**src/rtl/pipe_ctrl_hazard.sv**
```systemverilog
// Control-side pipeline registers (ID/EX, EX/MEM, MEM/WB) for the 5-stage RV32I core,
// with load-use bubble insertion, taken-branch squash and saturating stall/flush counters.
module pipe_ctrl_hazard #(
   parameter int REG_AW = 5,
   parameter int CNT_W  = 16
) (
   input  logic              clk,
   input  logic              reset,
   input  logic              id_valid,
   input  logic [7:0]        id_ctrl,
   input  logic [REG_AW-1:0] id_rs1,
   input  logic [REG_AW-1:0] id_rs2,
   input  logic [REG_AW-1:0] id_rd,
   input  logic              ex_branch_taken,
   output logic [7:0]        ex_ctrl,
   output logic [REG_AW-1:0] ex_rd,
   output logic [3:0]        mem_ctrl,
   output logic [REG_AW-1:0] mem_rd,
   output logic [1:0]        wb_ctrl,
   output logic [REG_AW-1:0] wb_rd,
   output logic              stall,
   output logic              flush,
   output logic [CNT_W-1:0]  stall_count,
   output logic [CNT_W-1:0]  flush_count
);

   logic hz;
   logic ex_bubble;

   // ex_ctrl[4] is MemRead, ex_ctrl[0] is Branch; x0 never creates a dependency
   assign flush     = ex_ctrl[0] & ex_branch_taken;
   assign hz        = id_valid & ex_ctrl[4] & (ex_rd != '0) &
                      ((ex_rd == id_rs1) | (ex_rd == id_rs2));
   assign stall     = hz & ~flush;
   assign ex_bubble = flush | stall | ~id_valid;

   always_ff @(posedge clk) begin
      if (reset) begin
         ex_ctrl     <= '0;
         ex_rd       <= '0;
         mem_ctrl    <= '0;
         mem_rd      <= '0;
         wb_ctrl     <= '0;
         wb_rd       <= '0;
         stall_count <= '0;
         flush_count <= '0;
      end else begin
         if (ex_bubble) begin
            ex_ctrl <= '0;
            ex_rd   <= '0;
         end else begin
            ex_ctrl <= id_ctrl;
            ex_rd   <= id_rd;
         end
         mem_ctrl <= ex_ctrl[6:3];
         mem_rd   <= ex_rd;
         wb_ctrl  <= mem_ctrl[3:2];
         wb_rd    <= mem_rd;
         if (stall && (stall_count != '1))
            stall_count <= stall_count + CNT_W'(1);
         if (flush && (flush_count != '1))
            flush_count <= flush_count + CNT_W'(1);
      end
   end

endmodule

```
**config.mk**
```make
export PLATFORM = sky130hd
export DESIGN_NAME = pipe_ctrl_hazard
export DESIGN_NICKNAME = d
export VERILOG_FILES = /design/src/rtl/pipe_ctrl_hazard.sv
export SDC_FILE = /design/constraint.sdc
export NUM_CORES = 1
export LEC_CHECK = 0
export ABC_AREA = 1
export BUFFER_PORTS_ARGS = -buffer_cell sky130_fd_sc_hd__buf_2
export CAP_MARGIN = 5
export CELL_PAD_IN_SITES_DETAIL_PLACEMENT = 0
export CELL_PAD_IN_SITES_GLOBAL_PLACEMENT = 1
export CORE_MARGIN = 2
export CORE_UTILIZATION = 35
export CTS_CLUSTER_SIZE = 14
export DETAILED_ROUTE_END_ITERATION = 6
export PLACE_DENSITY = 0.89
export SKIP_LAST_GASP = 1
export SYNTH_ARGS = -nofsm -noshare
export SYNTH_HDL_FRONTEND = slang
export SYNTH_SLANG_ARGS = --single-unit
export TNS_END_PERCENT = 5
```
**constraint.sdc**
```tcl
create_clock -name clk -period 1.9 [get_ports clk]
set_clock_uncertainty 0.1 [all_clocks]
set_input_delay 0.095 -clock clk [delete_from_list [all_inputs] [get_ports clk]]
set_output_delay 0.095 -clock clk [all_outputs]
set_load 0.01 [all_outputs]
```
==> results.md <==
- Synth Register Bits: 61
- Initial antenna violation count: 0
- Unique masters post-synth: 32
- Slowest cell on the critical path: dfxtp_2
- Vias: 2882
- Height of the die: 95.25 um
- Initial core utilization: 0.3583
- Setup CP Type: flop to output pin
- RSZ-0062 raised after global routing: no
- Syn Nets: 448
- WP depth: 9
- Synth-to-layout area growth: 32.03%
- Total Wirelength: 7036 um
- Worst Max-Slew Pin Slew: 375.1 ps
- Clk_lat worst skew: 340 ps
- Remaining DRCs: 0
- Via density: 4.482
- Mapped cell area: 2914 sq um
- Routed Antenna Nets: 0
- Clk network pwr share: 0.445
- Crit path DAT: 1560 ps
- Minimum clock period: 1751 ps
- Switching power: 698.7 uW
- Final hold violation count: 0
- Core area: 8134 sq um
- Slew Viols, Final: 0
- Startpoint Class: flop
- Logic pwr share: 0.071
- Routing usage on met3: 0.02846
- Worst min-delay path category: primary input to flop
- Met2 Use GR: 0.2782
- WP data required: 1700 ps
- Remaining global-route overflow: 0
- Maximum VDD drop: 0.0003707 V
- TritonRoute pass-1 iters: 6
- Worst relative slew slack: 0.7490
- Net Sw Frac: 0.2579
- CP Cell Sequence: inv_2 -> nand2_1 -> nand2_1 -> nor2_1 -> nand3_2 -> nand2_4 -> nand2_2 -> nor2_4 -> buf_2
- Layout cells sized above 1: 0.2955
- CP max FO: 4
- Top delay family on crit path: simple AND/OR/NAND/NOR gates
- Global Route Usage Sum: 0.1677
- Hold-critical path depth: 3
- Status: finished, final reports clean
- Max-cap violations: 0
- Top-Level Pins: 90
- Die area: 9072 sq um
- Grt met1 use: 0.2087
- CTS root buffer: clkbuf_8
- Dpl cell area: 3498 sq um
- Initial DRC count: 84
- CTS tree: done
- Htree depth: 3
- CTS max path bufs: 2
- Final Cell Area: 3847 sq um
- Max Freq: 571.0 MHz
- Setup-failing EPs final: 0
- Port buffer count: 89
- Gate Count Post-Synth: 419
- Vias in the first global route: 2701
- Ys Warns: 0
- Bufs and invs on worst path: 2
- Nets@finish: 562
- Placer Congestion: 0.8398
- Clock Pin Slew Worst Setup and Hold Paths: 80 ps
- Power Dens Cells: 704.2 nW/um^2
- Placed Cells incl. Taps: 613
- Slowest stage delay, CP: 370 ps
- Leakage Power: 0.001865 uW
- Pint: 2011 uW
- Most frequent CP cell: nand2_1
- Non-filler cells, final: 643
- Row count: 33
- Worst hold slack: 93.50 ps
- Diode count: 0
- Largest net degree at the start of global routing: 23
- Syn Area/Cell: 6.955 sq um
- Die W: 95.25 um
- Drt wl/cell: 10.94 um
- Post-synthesis sequential area ratio: 0.4191
- R2R cell count: 8
- Final Cycle Share: 0.9218
- Final TNS setup: 0 ps
- CTS Buf Count: 9
- First-pass GRT wire length: 11890 um
- Worst Setup End Kind: output pin
- Sequential share of power: 0.484
- Grt peak-use layer: met2
- Detailed Place HPWL: 5324 um
- Clk sinks: 61
==> cell usage after synthesis <==
cell	number	area, sq um
a21oi_1	11	55.05
a21oi_2	1	8.760
a31oi_1	2	12.51
and3_1	1	6.260
buf_4	1	7.510
buf_6	2	22.52
clkbuf_1	4	15.01
clkinv_1	1	3.750
dfxtp_1	61	1221
ha_1	2	25.02
inv_1	69	259.0
inv_2	5	18.77
nand2_1	93	349.1
nand2_2	3	18.77
nand2_4	2	22.52
nand3_1	12	60.06
nand3_2	6	60.06
nand3_4	1	17.52
nand4_1	11	68.82
nand4_2	2	25.02
nand4_4	1	21.27
nor2_1	81	304.0
nor2_2	13	81.33
nor2_4	3	33.78
nor3_1	6	30.03
nor3_2	1	10.01
nor3b_1	1	7.510
o21ai_0	13	65.06
o21bai_1	1	7.510
or2_2	1	6.260
xnor2_1	3	26.28
xor2_1	5	43.79
==> worst register-to-register path: cells and delay by family, from the launching register on <==
kind | cells | cell delay [ps]
simple gates | 6 | 840
fa+ha+maj | 1 | 220
flops | 1 | 390
buf+inv | 1 | 60
==> worst paths after layout <==
path                                  endpoint            from  slack (ps)
worst max-delay path                     stall        ex_rd[4]         150
worst min-delay path            flush_count[7]           reset          90
worst max register to register  stall_count[3]  stall_count[1]         190
worst min register to register        wb_rd[3]       mem_rd[3]         320
==> what timing repair did <==
item                                   CTS  global route
setup endpoints to repair                0             1
buffers inserted                         0             1
gates resized for setup                  0             7
hold buffers                            13             0
endpoints found under the hold margin   13             0
==> cell usage in the layout, fill, tap and decap left out, types with 2 or more instances in the layout <==
master	instances
o21ai_0	13
nand3_1	12
dfxtp_2	5
nor2_4	3
nand4_2	2
nor2_1	80
dfxtp_1	56
nor3_1	6
xnor2_1	3
dlygate4sd3_1	13
inv_2	6
clkbuf_8	9
nor2_2	14
nand3_2	6
nand4_1	11
buf_2	89
nand2_4	2
nand2_2	3
xor2_1	5
ha_1	2
a31oi_1	2
inv_1	68
a21oi_1	11
inv_6	4
nand2_1	93
buf_4	8
==> routing by layer <==
layer	part of all wire	vias to the layer above	wire length (um)
met5	0	-	0
li1	-	1506	-
met4	0.017	0	117
met2	0.48	82	3352
met1	0.46	1285	3229
met3	0.048	9	336
==> kinds of logic (layout without fill, tap and decap cells) <==
kind of cell	Yosys count	after routing	synth area share
simple gates	238	238	0.3851
buf+inv	82	201	0.1121
flops	61	61	0.4191
compound gates	28	28	0.05109
xor+xnor	8	8	0.02405
fa+ha+maj	2	2	0.008586
==> state kept, by name (all words and copies together), names as in the netlist <==
signal	count
flush_count	16
stall_count	16
wb_rd	5
mem_ctrl	4
wb_ctrl	2
ex_rd	5
mem_rd	5
ex_ctrl	8
==> power by group through the flow <==
| stage | combinational [uW] | clock (uW) | sequential, uW |
|---|---|---|---|
| final | 191 | 1210 | 1310 |
| after detailed placement | 170 | 0 | 1340 |
| after floorplan | 85.9 | 0 | 1350 |
| after global placement | 167 | 0 | 1340 |
| after CTS | 191 | 1240 | 1310 |
| after global routing | 215 | 1290 | 1310 |
==> area by class of cell <==
class                      count  area, sq um
multi-input combinational    276         1369
inverter                      75        281.5
clock buffer                   9        123.9
fill                         805         4287
clock inverter                 7        78.83
sequential                    61         1227
timing repair buffer         110        635.6
tap                          105        131.4
==> metrics by stage <==
step                utilization  total power, uW  setup WS, ps
detailed placement       0.4301             1511         182.4
CTS                      0.4710             2745         21.90
floorplan                     -             1437         222.1
global placement         0.4301             1507         240.8
finish                   0.4730             2709         148.6
global route             0.4730             2820         3.990
Note: power is estimated with default switching activity, not from simulation.
